===== config.mk =====
export PLATFORM = sky130hd
export DESIGN_NAME = ahb_addr_decoder_mux
export DESIGN_NICKNAME = d
export VERILOG_FILES = /design/src/rtl/ahb_pkg.sv /design/src/rtl/ahb_default_slave.sv /design/src/rtl/ahb_addr_decoder_mux.sv
export SDC_FILE = /design/constraint.sdc
export NUM_CORES = 1
export LEC_CHECK = 0
export CAP_MARGIN = 20
export CORE_AREA = 3 3 96 98
export CTS_CLUSTER_SIZE = 28
export DETAILED_ROUTE_END_ITERATION = 7
export DIE_AREA = 0 0 99 101
export PLACE_DENSITY = 0.63
export SLEW_MARGIN = 15
export SYNTH_ARGS = -nofsm -noshare
export SYNTH_HDL_FRONTEND = slang
export SYNTH_SLANG_ARGS = --single-unit

===== constraint.sdc =====
create_clock -name hclk -period 1.71 [get_ports hclk]
set_input_delay 0.171 -clock hclk [delete_from_list [all_inputs] [get_ports hclk]]
set_output_delay 0.171 -clock hclk [all_outputs]
set_load 0.1 [all_outputs]

===== src/rtl/ahb_pkg.sv =====
// Shared AHB-Lite encodings and the default-slave state type.
package ahb_pkg;

    localparam logic [1:0] HTRANS_IDLE   = 2'b00;
    localparam logic [1:0] HTRANS_BUSY   = 2'b01;
    localparam logic [1:0] HTRANS_NONSEQ = 2'b10;
    localparam logic [1:0] HTRANS_SEQ    = 2'b11;

    localparam logic HRESP_OKAY  = 1'b0;
    localparam logic HRESP_ERROR = 1'b1;

    typedef enum logic [1:0] {
        DS_IDLE = 2'd0,
        DS_ERR1 = 2'd1,
        DS_ERR2 = 2'd2
    } ds_state_e;

    // Only NONSEQ and SEQ carry a real transfer; IDLE/BUSY always get OKAY.
    function automatic logic htrans_active(input logic [1:0] t);
        case (t)
            HTRANS_NONSEQ, HTRANS_SEQ: return 1'b1;
            HTRANS_IDLE, HTRANS_BUSY:  return 1'b0;
            default:                   return 1'b0;
        endcase
    endfunction

endpackage


===== src/rtl/ahb_default_slave.sv =====
// Default slave for unmapped addresses: two-cycle ERROR response plus error log.
module ahb_default_slave
    import ahb_pkg::*;
#(
    parameter int ADDR_W    = 32,
    parameter int ERR_CNT_W = 8
) (
    input  logic                 hclk_i,
    input  logic                 hresetn_i,
    input  logic                 sample_i,
    input  logic                 unmapped_i,
    input  logic                 active_i,
    input  logic [ADDR_W-1:0]    haddr_i,
    output logic                 hready_o,
    output logic                 hresp_o,
    output logic [ERR_CNT_W-1:0] err_cnt_o,
    output logic [ADDR_W-1:0]    err_addr_o
);

    ds_state_e            state_q, state_d;
    logic [ERR_CNT_W-1:0] err_cnt_q;
    logic [ADDR_W-1:0]    err_addr_q;
    logic                 err_hit;

    // An unmapped NONSEQ/SEQ accepted on this edge starts an ERROR response.
    assign err_hit = sample_i & unmapped_i & active_i;

    // State register.
    always_ff @(posedge hclk_i or negedge hresetn_i) begin
        if (!hresetn_i) state_q <= DS_IDLE;
        else            state_q <= state_d;
    end

    // Next state and response: ERR1 is the wait cycle, ERR2 completes the ERROR.
    always_comb begin
        state_d  = state_q;
        hready_o = 1'b1;
        hresp_o  = HRESP_OKAY;
        case (state_q)
            DS_IDLE: begin
                if (err_hit) state_d = DS_ERR1;
            end
            DS_ERR1: begin
                hready_o = 1'b0;
                hresp_o  = HRESP_ERROR;
                state_d  = DS_ERR2;
            end
            DS_ERR2: begin
                hresp_o = HRESP_ERROR;
                if (sample_i) state_d = err_hit ? DS_ERR1 : DS_IDLE;
            end
            default: state_d = DS_IDLE;
        endcase
    end

    // Error log: last offending address and a saturating count.
    always_ff @(posedge hclk_i or negedge hresetn_i) begin
        if (!hresetn_i) begin
            err_cnt_q  <= '0;
            err_addr_q <= '0;
        end else if (err_hit) begin
            err_addr_q <= haddr_i;
            if (err_cnt_q != '1) err_cnt_q <= err_cnt_q + 1'b1;
        end
    end

    assign err_cnt_o  = err_cnt_q;
    assign err_addr_o = err_addr_q;

endmodule


===== src/rtl/ahb_addr_decoder_mux.sv =====
// AHB-Lite region decoder and slave response mux with built-in default slave.
module ahb_addr_decoder_mux
    import ahb_pkg::*;
#(
    parameter int NUM_SLAVES = 4,
    parameter int ADDR_W     = 32,
    parameter int DATA_W     = 32,
    parameter int RW         = 2,
    parameter int REGION_LSB = 30,
    parameter int ERR_CNT_W  = 8
) (
    input  logic                         hclk,
    input  logic                         hresetn,
    input  logic [ADDR_W-1:0]            haddr,
    input  logic [1:0]                   htrans,
    output logic [NUM_SLAVES-1:0]        hsel,
    input  logic [NUM_SLAVES*DATA_W-1:0] hrdata_s,
    input  logic [NUM_SLAVES-1:0]        hreadyout_s,
    input  logic [NUM_SLAVES-1:0]        hresp_s,
    output logic [DATA_W-1:0]            hrdata,
    output logic                         hready,
    output logic                         hresp,
    output logic [ERR_CNT_W-1:0]         err_cnt,
    output logic [ADDR_W-1:0]            err_addr
);

    if (NUM_SLAVES > (1 << RW)) begin : g_bad_num_slaves
        $error("NUM_SLAVES exceeds the number of regions 2**RW");
    end
    if (REGION_LSB + RW > ADDR_W) begin : g_bad_region
        $error("region field REGION_LSB+RW exceeds ADDR_W");
    end

    logic [RW-1:0] idx;
    logic          unmapped;
    logic          active;
    logic [RW-1:0] dp_idx_q;
    logic          dp_unmapped_q;
    logic          dp_active_q;
    logic          ds_hready, ds_hresp;
    logic [DATA_W-1:0] sel_rdata;
    logic          sel_ready, sel_resp;

    assign idx      = haddr[REGION_LSB +: RW];
    assign unmapped = (int'(idx) >= NUM_SLAVES);
    assign active   = htrans_active(htrans);

    // One-hot address-phase select; independent of htrans.
    always_comb begin
        hsel = '0;
        for (int i = 0; i < NUM_SLAVES; i++) begin
            hsel[i] = !unmapped && (int'(idx) == i);
        end
    end

    // Data-phase registers advance only when the bus accepts the address phase.
    always_ff @(posedge hclk or negedge hresetn) begin
        if (!hresetn) begin
            dp_idx_q      <= '0;
            dp_unmapped_q <= 1'b0;
            dp_active_q   <= 1'b0;
        end else if (hready) begin
            dp_idx_q      <= idx;
            dp_unmapped_q <= unmapped;
            dp_active_q   <= active;
        end
    end

    // Pick the data-phase slave's read data and handshake.
    always_comb begin
        sel_rdata = '0;
        sel_ready = 1'b1;
        sel_resp  = HRESP_OKAY;
        for (int i = 0; i < NUM_SLAVES; i++) begin
            if (int'(dp_idx_q) == i) begin
                sel_rdata = hrdata_s[i*DATA_W +: DATA_W];
                sel_ready = hreadyout_s[i];
                sel_resp  = hresp_s[i];
            end
        end
    end

    // Final response: default slave, active mapped slave, or idle OKAY.
    always_comb begin
        hrdata = sel_rdata;
        hready = 1'b1;
        hresp  = HRESP_OKAY;
        if (dp_unmapped_q) begin
            hrdata = '0;
            hready = ds_hready;
            hresp  = ds_hresp;
        end else if (dp_active_q) begin
            hready = sel_ready;
            hresp  = sel_resp;
        end
    end

    ahb_default_slave #(
        .ADDR_W    (ADDR_W),
        .ERR_CNT_W (ERR_CNT_W)
    ) u_default_slave (
        .hclk_i     (hclk),
        .hresetn_i  (hresetn),
        .sample_i   (hready),
        .unmapped_i (unmapped),
        .active_i   (active),
        .haddr_i    (haddr),
        .hready_o   (ds_hready),
        .hresp_o    (ds_hresp),
        .err_cnt_o  (err_cnt),
        .err_addr_o (err_addr)
    );

endmodule


==> flow_summary_export.csv <==
group,metric,value,unit
run_status,outcome,"finished, violations left",
run_status,failed_checks,"setup timing",
cells_and_area,stdcell_area,3679,sq um
timing,min_period_over_period,104.1,%
grt,grt_max_degree,21,
cells_and_area,drive_above_1_share,31.72,%
synth,synth_cells,103,
grt,overflow,0,
placed_design,gp_congestion,0.7336,
timing,setup_viol,33,
cells_and_area,multi_input_area,1032,sq um
timing,hold_viol,0,
job,cap_violations,0,
floorplanning,coreArea,8551,sq um
grt,antenna_found_initial,0,
power,power_frac_seq,1.7,%
cells_and_area,diodes,0,
placed_design,placed_cells,384,
setup_path,crit_arrival,1.61,ns
cells_and_area,fill_cells,814,
detailed_routing,drc,0,
cells_and_area,final_cell_mix,"clkdlybuf4s50_1 (140), buf_12 (42), conb_1 (40)",
timing,maxSlewViolCount,0,
floorplanning,rows,34,
power,ir_drop,0.001273,V
floorplanning,initial_core_util,15.32,%
timing,setup_ws,-0.06945,ns
cells_and_area,post-route-util,43.02,%
synth,ys_seq_area_share,5.731,%
setup_path,crit_path_end_kind,"primary output",
setup_path,cp_cell_sequence,"buf_12 > buf_6 > mux4_2 > and2_4 > buf_12",
detailed_routing,wl,6.505,mm
setup_path,crit_required,1.54,ns
detailed_routing,via_per_inst,3.922,
detailed_routing,vias,1561,
floorplanning,io_pins,250,
detailed_routing,drtPass1Iterations,4,
setup_path,cp_max_fo,6,
synth,avgSynthCellArea,12.72,sq um
clock_network,tritoncts,"done",
timing,final.setup_skew,0.002417,ns
setup_path,cpMaxStageDelayCell,"mux4_2",
clock_network,path_clk_slew,0.03,ns
timing,rsz0062_at_grt,"yes",
setup_path,worst_path_most_repeated_cell,"buf_12",
cells_and_area,register_area,77.57,sq um
grt,grt-busiest-layer,"met2",
power,intPower,0.003618,W
detailed_routing,drtIter0Drc,15,
placed_design,io_buffers,178,
timing,hold_ws,0.1451,ns
setup_path,worst-path-buf-inv,3,
grt,grt_pass1_wl,9.156,mm
floorplanning,dieHeight,101,microns
power,leakagePower,1.484,nW
synth,ys_ff_latch,3,
floorplanning,die_w,99,microns
power,combPwrFrac,95.9,%
placed_design,dp.final_hpwl,5.467,mm
timing,fmax,562.0,MHz
grt,gr-usage-met2,22.47,%
placed_design,placed_area,3468,sq um
grt,track_usage,11.52,%
detailed_routing,ant_nets,0,
cells_and_area,area_growth,180.8,%
clock_network,htree_levels,1,
power,power-per-cell-area,2388,nW/um^2
setup_path,cp_top_family,"multiplexers",
setup_path,crit_type,"reg -> out",
detailed_routing,wire_per_inst,16.34,microns
setup_path,worst_setup_path_start_kind,"flop",
timing,period_minus_slack,1.779,ns
power,clkPwrFrac,2.4,%
cells_and_area,final_cells,398,
synth,synth_cell_types,15,
clock_network,cts_max_path_buffers,2,
clock_network,numCtsBuffers,3,
power,switching_power,0.005167,W
floorplanning,dieArea,9999,sq um
synth,syn_area,1310,sq um
synth,yosysWarnings,0,
grt,use_met3,2.145,%
clock_network,clock_latency,0.21,ns
power,swShare,58.82,%
cells_and_area,final_common_cell,"clkdlybuf4s50_1",
min_path,min_path_type,"in -> async",
grt,grt_pass1_vias,1636,
cells_and_area,nets,463,
clock_network,cts_root_buf,"clkbuf_8",
grt,met1_usage,13.60,%
clock_network,cts_sinks,3,
setup_path,max_stage_delay,0.48,ns
-- power by group through the flow --
stage / combinational (W) / clock (W) / sequential (W)
2_1_floorplan: 0.00532 / 0 / 0.000127
3_3_place_gp: 0.00798 / 0 / 0.000158
3_5_place_dp: 0.00801 / 0 / 0.000162
4_1_cts: 0.00819 / 0.000211 / 0.000177
5_1_grt: 0.00866 / 0.000219 / 0.000159
6_report: 0.00843 / 0.000207 / 0.000151
-- final timing paths --
path,cells after the start,to,slack [ns],from
max,5,hresp,-0.07,dp_idx_q[0]
min,1,dp_idx_q[0],0.15,hresetn
max reg2reg,5,dp_idx_q[1],0.28,dp_idx_q[0]
min reg2reg,2,dp_idx_q[1],0.65,dp_active_q
max in group asynchronous,1,dp_idx_q[1],1.40,hresetn
min in group hclk,2,dp_active_q,0.52,htrans[1]
-- per-layer routing --
metal | wire (microns) | up-vias
met1 | 2276 | 753
met4 | 2 | 0
li1 | - | 710
met3 | 568 | 2
met2 | 3657 | 96
met5 | 0 | -
-- worst register-to-register path, cell delays in order, from the launching register on --
cell	delay (ns)
dfrtp_2	0.40
buf_12	0.15
clkbuf_16	0.16
o211a_1	0.25
buf_4	0.14
o211a_1	0.21
-- cells by family after synthesis --
family | synth area share (%)
buffers and inverters | 27.13
muxes | 58.26
and+or+nand+nor | 5.730
AOI/OAI and AO/OA | 2.866
DFF | 5.731
other | 0.2863
-- flip-flops by register name (all words and copies together), names as in the netlist --
name         count
dp_active_q      1
dp_idx_q         2
-- synthesized netlist by cell type --
library cell	count	area share [%]
and2_1	2	0.95
buf_4	41	23
nand3_1	1	0.38
buf_6	2	1.7
mux2i_1	2	1.5
buf_2	5	1.9
nand3b_1	5	2.9
nor2_1	1	0.29
mux4_2	33	57
conb_1	1	0.29
nand2_1	1	0.29
o211a_1	3	2.3
a21o_1	1	0.57
dfrtp_1	3	5.7
nor2b_1	2	0.95
-- layout make-up --
| type | instances | area share (%) |
|---|---|---|
| Clock buffer | 4 | 1.224 |
| Multi-Input combinational cell | 91 | 28.06 |
| Sequential cell | 3 | 2.109 |
| Tap cell | 108 | 3.673 |
| Timing Repair Buffer | 192 | 64.93 |
-- repair_timing --
action                     CTS  global route
setup buffers                2             4
pin swaps                    1             2
hold buffers                 0             0
resized for setup            4             1
cloned                       1             3
setup endpoints to repair   34            34
-- metrics by stage --
stage	TNS [ns]	worst slack (ns)	power (W)
after floorplan	0	0.03266	0.005450
after global placement	0	0.1265	0.008138
after detailed placement	0	0.1127	0.008173
after CTS	-2.989	-0.1172	0.008583
after global routing	-3.028	-0.1235	0.009038
final	-1.577	-0.06945	0.008785
Note: power is estimated with default switching activity, not from simulation.
